**config.mk**
```make
export PLATFORM = sky130hd
export DESIGN_NAME = ex_stage
export DESIGN_NICKNAME = d
export VERILOG_FILES = /design/src/rtl/ex_stage.sv
export SDC_FILE = /design/constraint.sdc
export NUM_CORES = 2
export LEC_CHECK = 0
export CAP_MARGIN = 40
export CORE_MARGIN = 2
export CORE_UTILIZATION = 59
export CTS_CLUSTER_DIAMETER = 60
export DETAILED_ROUTE_END_ITERATION = 6
export PLACE_DENSITY = 0.82
export SLEW_MARGIN = 40
export SYNTH_ARGS = -nofsm -noshare
export SYNTH_HDL_FRONTEND = slang
export SYNTH_SLANG_ARGS = --single-unit
```
**constraint.sdc**
```tcl
create_clock -name clk -period 27.6 [get_ports clk]
set_input_delay 8.28 -clock clk [delete_from_list [all_inputs] [get_ports clk]]
set_output_delay 8.28 -clock clk [all_outputs]
set_load 0.02 [all_outputs]
```
**src/rtl/ex_stage.sv**
```systemverilog
// rtl/ex_stage.sv - RV32I execute stage with iterative RV32M multiplier (divider when EX_DIV_EN is defined)
module ex_stage #(
  parameter int XLEN       = 32,
  parameter int MUL_CYCLES = 32
) (
  input  logic            clk,
  input  logic            reset,
  input  logic            ID_valid,
  input  logic [XLEN-1:0] ID_instr,
  input  logic [XLEN-1:0] ID_pc,
  input  logic [XLEN-1:0] ID_r1,
  input  logic [XLEN-1:0] ID_r2,
  input  logic [XLEN-1:0] ID_imm,
  input  logic [4:0]      ID_rd,
  input  logic [6:0]      ID_opcode,
  input  logic            ID_regwrite,
  output logic            ex_stall,
  output logic [XLEN-1:0] EX_instr,
  output logic [4:0]      EX_rd,
  output logic [6:0]      EX_opcode,
  output logic            EX_regwrite,
  output logic [XLEN-1:0] EX_alu_result,
  output logic [XLEN-1:0] EX_r2,
  output logic [1:0]      data_cache_index,
  output logic [27:0]     data_cache_tag_addr
);
  localparam logic [6:0] OP_R      = 7'b0110011;
  localparam logic [6:0] OP_I      = 7'b0010011;
  localparam logic [6:0] OP_LOAD   = 7'b0000011;
  localparam logic [6:0] OP_STORE  = 7'b0100011;
  localparam logic [6:0] OP_LUI    = 7'b0110111;
  localparam logic [6:0] OP_AUIPC  = 7'b0010111;
  localparam logic [6:0] OP_JAL    = 7'b1101111;
  localparam logic [6:0] OP_JALR   = 7'b1100111;
  localparam logic [6:0] OP_BRANCH = 7'b1100011;
  localparam int CW = $clog2(MUL_CYCLES + 1);

  typedef enum logic [1:0] {IDLE, BUSY, DONE} state_t;
  state_t state, state_next;

  logic [2:0]      funct3;
  logic [6:0]      funct7;
  logic            is_mext, muldiv;
  logic            signed_a, signed_b, sa, sb;
  logic [XLEN-1:0] mag_a, mag_b;

  logic [CW-1:0]   count;
  logic [31:0]     h_instr, h_r2;
  logic [4:0]      h_rd;
  logic [6:0]      h_opcode;
  logic            h_rw, h_neg;
  logic [2:0]      h_funct3;
  logic [63:0]     acc, mcand;
  logic [31:0]     opb;
`ifdef EX_DIV_EN
  logic            h_sign_a, h_div_zero;
  logic [33:0]     div_sub;
  logic [31:0]     div_q, div_r;
`endif

  logic            alu_ok, alu_rw;
  logic [31:0]     alu_res, op_b;
  logic [4:0]      shamt;
  logic [63:0]     prod;
  logic [31:0]     fin_res;

  logic [31:0]     nx_instr, nx_res, nx_r2;
  logic [4:0]      nx_rd;
  logic [6:0]      nx_opcode;
  logic            nx_rw;

  assign funct3  = ID_instr[14:12];
  assign funct7  = ID_instr[31:25];
  assign is_mext = ID_valid && (ID_opcode == OP_R) && (funct7 == 7'b0000001);
`ifdef EX_DIV_EN
  assign muldiv  = is_mext;
`else
  assign muldiv  = is_mext && !funct3[2];
`endif

  // MULHU/DIVU/REMU treat both operands unsigned; MULHSU only rs2
  assign signed_a = funct3[2] ? !funct3[0] : (funct3[1:0] != 2'b11);
  assign signed_b = funct3[2] ? !funct3[0] : !funct3[1];
  assign sa       = signed_a & ID_r1[31];
  assign sb       = signed_b & ID_r2[31];
  assign mag_a    = sa ? -ID_r1 : ID_r1;
  assign mag_b    = sb ? -ID_r2 : ID_r2;

  assign ex_stall = !reset && ((state != IDLE && state != DONE) || (state == IDLE && muldiv));

  always_comb begin
    alu_ok  = 1'b0;
    alu_res = '0;
    alu_rw  = ID_regwrite;
    op_b    = (ID_opcode == OP_R) ? ID_r2 : ID_imm;
    shamt   = op_b[4:0];
    if (ID_valid) begin
      case (ID_opcode)
        OP_R, OP_I: begin
          alu_ok = 1'b1;
          if (ID_opcode == OP_R && funct7 == 7'b0000001) begin
            alu_res = '0;
          end else begin
            case (funct3)
              3'b000: begin
                if (ID_opcode == OP_R && ID_instr[30]) alu_res = ID_r1 - op_b;
                else                                   alu_res = ID_r1 + op_b;
              end
              3'b001: alu_res = ID_r1 << shamt;
              3'b010: alu_res = {31'd0, $signed(ID_r1) < $signed(op_b)};
              3'b011: alu_res = {31'd0, ID_r1 < op_b};
              3'b100: alu_res = ID_r1 ^ op_b;
              3'b101: begin
                if (ID_instr[30]) alu_res = $unsigned($signed(ID_r1) >>> shamt);
                else              alu_res = ID_r1 >> shamt;
              end
              3'b110: alu_res = ID_r1 | op_b;
              default: alu_res = ID_r1 & op_b;
            endcase
          end
        end
        OP_LOAD, OP_STORE: begin alu_ok = 1'b1; alu_res = ID_r1 + ID_imm; end
        OP_LUI:            begin alu_ok = 1'b1; alu_res = ID_imm; end
        OP_AUIPC:          begin alu_ok = 1'b1; alu_res = ID_pc + ID_imm; end
        OP_JAL, OP_JALR:   begin alu_ok = 1'b1; alu_res = ID_pc + 32'd4; end
        OP_BRANCH:         begin alu_ok = 1'b1; alu_rw = 1'b0; end
        default: ;
      endcase
    end
  end

  // Sign correction of the held magnitude result, consumed in DONE
  always_comb begin
    prod = h_neg ? -acc : acc;
`ifdef EX_DIV_EN
    div_sub = {1'b0, acc[63:31]} - {2'b00, opb};
    div_q   = h_div_zero ? 32'hFFFF_FFFF : (h_neg ? -acc[31:0] : acc[31:0]);
    div_r   = h_sign_a ? -acc[63:32] : acc[63:32];
`endif
    case (h_funct3)
      3'b000:                 fin_res = prod[31:0];
      3'b001, 3'b010, 3'b011: fin_res = prod[63:32];
`ifdef EX_DIV_EN
      default:                fin_res = h_funct3[1] ? div_r : div_q;
`else
      default:                fin_res = 32'd0;
`endif
    endcase
  end

  always_comb begin
    nx_instr  = '0;
    nx_rd     = '0;
    nx_opcode = '0;
    nx_rw     = 1'b0;
    nx_res    = '0;
    nx_r2     = '0;
    if (state == DONE) begin
      nx_instr  = h_instr;
      nx_rd     = h_rd;
      nx_opcode = h_opcode;
      nx_rw     = h_rw;
      nx_res    = fin_res;
      nx_r2     = h_r2;
    end else if (state == IDLE && !muldiv && alu_ok) begin
      nx_instr  = ID_instr;
      nx_rd     = ID_rd;
      nx_opcode = ID_opcode;
      nx_rw     = alu_rw;
      nx_res    = alu_res;
      nx_r2     = ID_r2;
    end
  end

  always_comb begin
    state_next = state;
    case (state)
      IDLE:    if (muldiv) state_next = BUSY;
      BUSY:    if (count == CW'(MUL_CYCLES - 1)) state_next = DONE;
      DONE:    state_next = IDLE;
      default: state_next = IDLE;
    endcase
  end

  always_ff @(posedge clk or posedge reset) begin
    if (reset) state <= IDLE;
    else       state <= state_next;
  end

  always_ff @(posedge clk or posedge reset) begin
    if (reset) begin
      EX_instr      <= '0;
      EX_rd         <= '0;
      EX_opcode     <= '0;
      EX_regwrite   <= 1'b0;
      EX_alu_result <= '0;
      EX_r2         <= '0;
      count         <= '0;
      h_instr       <= '0;
      h_rd          <= '0;
      h_opcode      <= '0;
      h_rw          <= 1'b0;
      h_r2          <= '0;
      h_funct3      <= '0;
      h_neg         <= 1'b0;
      acc           <= '0;
      mcand         <= '0;
      opb           <= '0;
`ifdef EX_DIV_EN
      h_sign_a      <= 1'b0;
      h_div_zero    <= 1'b0;
`endif
    end else begin
      EX_instr      <= nx_instr;
      EX_rd         <= nx_rd;
      EX_opcode     <= nx_opcode;
      EX_regwrite   <= nx_rw;
      EX_alu_result <= nx_res;
      EX_r2         <= nx_r2;
      case (state)
        IDLE: begin
          if (muldiv) begin
            count    <= '0;
            h_instr  <= ID_instr;
            h_rd     <= ID_rd;
            h_opcode <= ID_opcode;
            h_rw     <= ID_regwrite;
            h_r2     <= ID_r2;
            h_funct3 <= funct3;
            h_neg    <= sa ^ sb;
            mcand    <= {32'd0, mag_a};
            opb      <= mag_b;
`ifdef EX_DIV_EN
            h_sign_a   <= sa;
            h_div_zero <= (ID_r2 == 32'd0);
            acc        <= funct3[2] ? {32'd0, mag_a} : 64'd0;
`else
            acc        <= 64'd0;
`endif
          end
        end
        BUSY: begin
          count <= count + CW'(1);
`ifdef EX_DIV_EN
          // Restoring step: acc holds {remainder, dividend/quotient bits}
          if (h_funct3[2]) begin
            if (!div_sub[33]) acc <= {div_sub[31:0], acc[30:0], 1'b1};
            else              acc <= {acc[62:0], 1'b0};
          end else
`endif
          begin
            if (opb[0]) acc <= acc + mcand;
            mcand <= mcand << 1;
            opb   <= opb >> 1;
          end
        end
        default: ;
      endcase
    end
  end

  assign data_cache_index    = EX_alu_result[3:2];
  assign data_cache_tag_addr = EX_alu_result[31:4];
endmodule

```
---- Yosys cells after proc, flatten, opt, wreduce, memory -nomap -nowiden ----
Cells that the tools add are included.
storage, ports and cells
  bits of input ports ..................... 176
  logic and storage cells ................. 137
  output and inout port bits .............. 140
  flip-flop bits (word level) ............. 358
operators by class
  reduce and logical (&&, ||, !) cells .... 30
  multiplexer cells ....................... 41
  equality and inequality tests ........... 27
  shift operators ......................... 3
  $add $sub $neg .......................... 10
  bitwise operators ....................... 6
  $lt $le $gt $ge ......................... 2
operator list
  cell                     count
  $mux W32                 14
  $mux W64                 4
  $pmux W64 S2             2
  $pmux W32 S7             1
  $pmux W32 S5             1
  $pmux W32 S2             2
  $add A32 B32 Y32         3
  $add A64 B64 Y64         1
  $lt A32 B32 Y1           2
  $neg A32 Y32             2
  $neg A64 Y64             1
  $add A32 B3 Y32 const B  1
  $and A32 B32 Y32         1
  $or A32 B32 Y32          1
  $shl A32 B5 Y32          1
  $shr A32 B5 Y32          1
  $sshr A32 B5 Y32         1
  $sub A32 B32 Y32         1
  $xor A32 B32 Y32         1
  $eq A7 B6 Y1 const B     3
  $eq A7 B7 Y1 const B     3
  $eq A7 B5 Y1 const B     2
  $mux W7                  2
  $eq A3 B2 Y1 const B     4
  28 further kinds         64

---- Longest topological paths before layout ----
  depth after elaboration ................. 10
  mapped depth ............................ 22
  mapped depth without buffers ............ 17

---- Least setup slack after synthesis ----
Ideal clock, no wire load.
  path type ............................... input -> output
  start ................................... input port reset
  end ..................................... output port ex_stall
  buffers on the path ..................... 0
  required time ........................... 19.320 ns
  stages .................................. 2
  slack ................................... 3.049 ns
  arrival time ............................ 16.271 ns
  cells stage by stage .................... inv_1 o21a_1
between the ends
  longest elaborated chain between the ends .. 2
ends and longest elaborated chain
  item                        line  text
  from (decl)                 7     input logic reset,
  $logic_not A1 Y1 (no line)  --
  $logic_and A1 B1 Y1         89    assign ex_stall = !reset && ((state != IDLE && state != DONE) || (state == IDLE && muldiv));
  to (decl)                   17    output logic ex_stall,
No other way between the ends.

---- Worst setup path after layout ----
  start ................................... input port ID_opcode[3]
  end ..................................... output port ex_stall
between the ends
  longest elaborated chain between the ends .. 7
ends and longest elaborated chain
  item                               line  text
  from (decl)                        15    input logic [6:0] ID_opcode,
  $eq A7 B6 Y1                       74    assign is_mext = ID_valid && (ID_opcode == OP_R) && (funct7 == 7'b0000001);
  $logic_and A1 B1 Y1 (2 in series)  74
  $logic_and A1 B1 Y1                78    assign muldiv = is_mext && !funct3[2];
  $logic_and A1 B1 Y1                89
  $logic_or A1 B1 Y1                 89
  $logic_and A1 B1 Y1                89
No other way between the ends.

==> results summary <==
The path class of the tightest hold or removal check is flip-flop to flip-flop. The CTS clock-pin slew for the worst setup and hold paths came out at 0.06 ns. The number of pins exceeding their max-slew limit in the final report came out at 0. The maximum resistive drop on vdd came out at 0.0430 mV. The final instance count without filler cells is between 4,000 and 5,000. The layout overhead on the synthesized area is 15.9%.

Between clock sinks in the finished design, the worst skew comes to around 0.032 ns. For the worst flop-to-flop path, the logic depth is 13. The number of enable flip-flop cells after synthesis is 0. The share of flip-flops with an asynchronous set or reset after synthesis came out at 100%.

Based on the critical path, the design can be clocked at up to about 51 MHz. Across every metal layer, demand over resource in global routing totals between 50% and 60%. The ratio of cells with drive above 1 in the final layout came out at 6.07%. The time the worst path needs with I/O delays and setup came out at between 15 and 20 ns. After synthesis the cells add up to 0.0320 mm². The vias after detailed routing is between 30,000 and 40,000. For the worst-skew pair, the clock arrives at the later sink with an insertion delay of approximately 0.62 ns. In the synthesized netlist the dominant register cell turns out to be dfrtp_1. The number of buffers created by CTS is 42. The transition time at the pin with the least slew margin is roughly 0.94 ns. The number of different library cells in the post-synthesis netlist is just over 90. The sum of net half-perimeters after detailed placement came out at about 110,000 µm.

The number of antenna violations at the first check in global routing came out at 11. Max-cap violations in this run came to 0. The number of hold buffers added after CTS was 0. For this design the top-level I/O count stands at roughly 320.

In this run the mean area of a mapped cell was ~8 µm². Dividing the detail-routed wire length by the instance count gives just over 30 µm. The global placer's final weighted congestion came out at roughly 1.1. The overall power after layout came out at about 1.5 mW.

In this run the horizontal extent of the chip is between 200 and 250 µm. The initial cell density of the core is 59.5%. The number of inserted filler cells in the final layout is roughly 4,100.

The placeable core area is 0.0537 mm². In this run the worst path has a maximum fanout of 12. TritonCTS built the clock tree.

The run finished, with violations left. The number of setup buffers added after CTS came out at 0. The depth of the worst hold-timing path is 2.

Counting every instance in the synthesized netlist gives around 4,100. The number of nets in the layout came out at 4,587. Across all hold checks on the routed design, the worst slack comes to approximately 0.47 ns. The share of the cycle needed by the critical path after routing is between 70 and 80%. The data arrival time of the critical path came out at roughly 11 ns. The number of global-route vias before repair is about 34,000. The count of nets left with antenna violations once routing finished came out at 0. The library cell used most frequently in the layout, excluding fill and tap cells, is nand2_1. Setup repair after global routing left no endpoint under its margin. The maximum count of clock buffers along a single path came out at 3. The top cell types in the final layout, fill and taps aside, are nand2_1, o21ai_0, dfrtp_1, clkdlybuf4s50_1, a21oi_1. The worst setup path is captured at an output pin. The final count of hold timing violations came out at 0.

The area enclosed by the die boundary came out at around 0.056 mm². The detailed router finished its first iteration with about 6,200 violations. Once layout is done, the placed cells without fillers occupy between 0.03 and 0.04 mm². For this run, design rule violations remaining after detail routing come to 5.

The routed wire length is around 150,000 µm. The number of port buffers came out at 315. The number of detailed-route iterations in the first pass is 7. The global-route wire length before repair is approximately 220,000 µm. Synthesis inferred between 300 and 400 register bits.

For this design the static power due to leakage is roughly 16 nW. The initialized floorplan defines 85 standard-cell rows. STA classifies the critical path startpoint as an input port. CTS built an H-tree with a depth of 2. The net count after synthesis is ~4,500. The number of warnings issued by yosys is 0. The clock net sink count is between 300 and 400. In this run the vertical extent of the chip is 237 µm. The post-cts repair resize count came out at 0. The required time at the endpoint of the critical path came out at 19.32 ns.

In this run the power density over the cells is 40.6 mW/mm². Counting tap cells, the placed design contains a total of roughly 5,000 instances. The checks that failed: design-rule violations. The summed negative setup slack over all endpoints came out at 0 ns. The critical path is of the input port to output pin type. The post-place instance area is 0.0355 mm². The maximum number of pins on one net before global-route repair is approximately 120. Sequential elements use between 20% and 30% of the synthesized area. The setup violation total in the final timing report came out at 0.

The global-route congestion overflow total came out at 0. The cell at the root of the clock tree is clkbuf_16. In this run the tightest slew margin relative to its limit is between 30% and 40%. The post-detailed-route via-to-cell ratio came out at 7.36.
[routing by layer]
metal,up-vias,GRT usage (%),wire length [µm]
met5,-,1.65,200
met4,14,32.3,12600
met3,819,17.1,22800
met2,3240,74.7,61000
met1,17285,66.3,54300
li1,15144,-,-
[per-stage QoR]
| step | setup WS (ns) | util, % |
|---|---|---|
| detailed placement | 7.81 | 66.0 |
| global placement | 8.15 | 65.8 |
| floorplan | 3.05 | - |
| finish | 8.18 | 69.0 |
| CTS | 7.66 | 68.9 |
| global route | 8.08 | 69.0 |
[area by class of cell]
cell class | count | area (µm²) | share of cell area, %
diodes | 10 | 25.0 | 0.0675
clock buffers | 56 | 1170 | 3.17
clock inverters | 22 | 335 | 0.905
inverters | 127 | 489 | 1.32
multi-input cells | 3299 | 21500 | 57.9
flip-flops and latches | 355 | 8890 | 24.0
well taps | 696 | 871 | 2.35
repair buffers | 393 | 3810 | 10.3
[worst max-delay path, cell delays in order]
cell	delay (ns)
clkdlybuf4s50_1	0.55
nor4bb_4	0.70
nand2_1	0.25
nor4_2	0.57
o21a_1	0.19
clkdlybuf4s50_1	0.60
[Yosys cell counts (12+ instances only)]
master | instances | share of area, %
and2_1 | 31 | 0.61
a22oi_1 | 61 | 1.4
o22ai_1 | 52 | 1.0
nand2_1 | 633 | 7.4
or2_2 | 12 | 0.23
or3_1 | 26 | 0.51
xor2_1 | 142 | 3.9
o21ai_0 | 391 | 6.1
o21bai_1 | 30 | 0.70
mux2_2 | 43 | 1.5
nor2_1 | 218 | 2.6
and3_1 | 33 | 0.65
xnor2_1 | 135 | 3.7
a21o_1 | 65 | 1.5
a211o_1 | 12 | 0.33
o21a_1 | 20 | 0.47
a311oi_1 | 13 | 0.36
clkbuf_1 | 223 | 2.6
nor2b_1 | 22 | 0.43
nor3_1 | 58 | 0.91
o31ai_1 | 49 | 1.2
nand3_1 | 128 | 2.0
mux2i_1 | 91 | 2.8
nand2b_1 | 32 | 0.63
o221ai_1 | 23 | 0.63
buf_1 | 35 | 0.41
a221oi_1 | 25 | 0.69
a222oi_1 | 19 | 0.60
buf_4 | 31 | 0.73
dfrtp_1 | 355 | 28
a211oi_1 | 57 | 1.3
o41ai_1 | 21 | 0.58
buf_2 | 16 | 0.25
a22o_1 | 77 | 2.1
o211ai_1 | 51 | 1.2
nand4_1 | 30 | 0.59
a21oi_1 | 289 | 4.5
ha_1 | 190 | 7.4
a31oi_1 | 36 | 0.70
nor4_1 | 27 | 0.53
inv_1 | 123 | 1.4
[cells by family after synthesis]
kind of cell             Yosys count  share of synthesized area [%]
AND/OR/NAND/NOR                 1298                           18.5
multiplexers                     135                           4.44
flip-flops                       355                           27.8
AO/OA/AOI/OAI                   1396                           28.6
XOR/XNOR                         277                           7.59
buffers and inverters            432                           5.50
adder cells (fa/ha/maj)          193                           7.63
[path summary, 6_finish.rpt]
kind	start	end	slack, ns
max in group asynchronous	reset	EX_alu_result[25]$_DFF_PP0_	17.52
min in group asynchronous	reset	EX_instr[25]$_DFF_PP0_	8.08
hold / removal	h_r2[28]$_DFFE_PP0P_	h_r2[28]$_DFFE_PP0P_	0.47
setup reg to reg	acc[0]$_DFFE_PP0P_	acc[62]$_DFFE_PP0P_	22.82
setup / recovery	ID_opcode[3]	ex_stall	8.18
hold reg to reg	h_r2[28]$_DFFE_PP0P_	h_r2[28]$_DFFE_PP0P_	0.47
[flip-flops by register name, indices dropped and copies added (netlist names), 32 cells and up]
register       count
h_instr           32
h_r2              32
EX_alu_result     32
EX_instr          32
opb               32
EX_r2             32
acc               64
mcand             64
[power breakdown]
| group | switching, mW | internal, mW |
|---|---|---|
| combinational | 0.237 | 0.125 |
| sequential | 0.00103 | 0.522 |
| clock | 0.265 | 0.354 |
| total | 0.504 | 1.00 |
(Power assumes the default switching activity.)
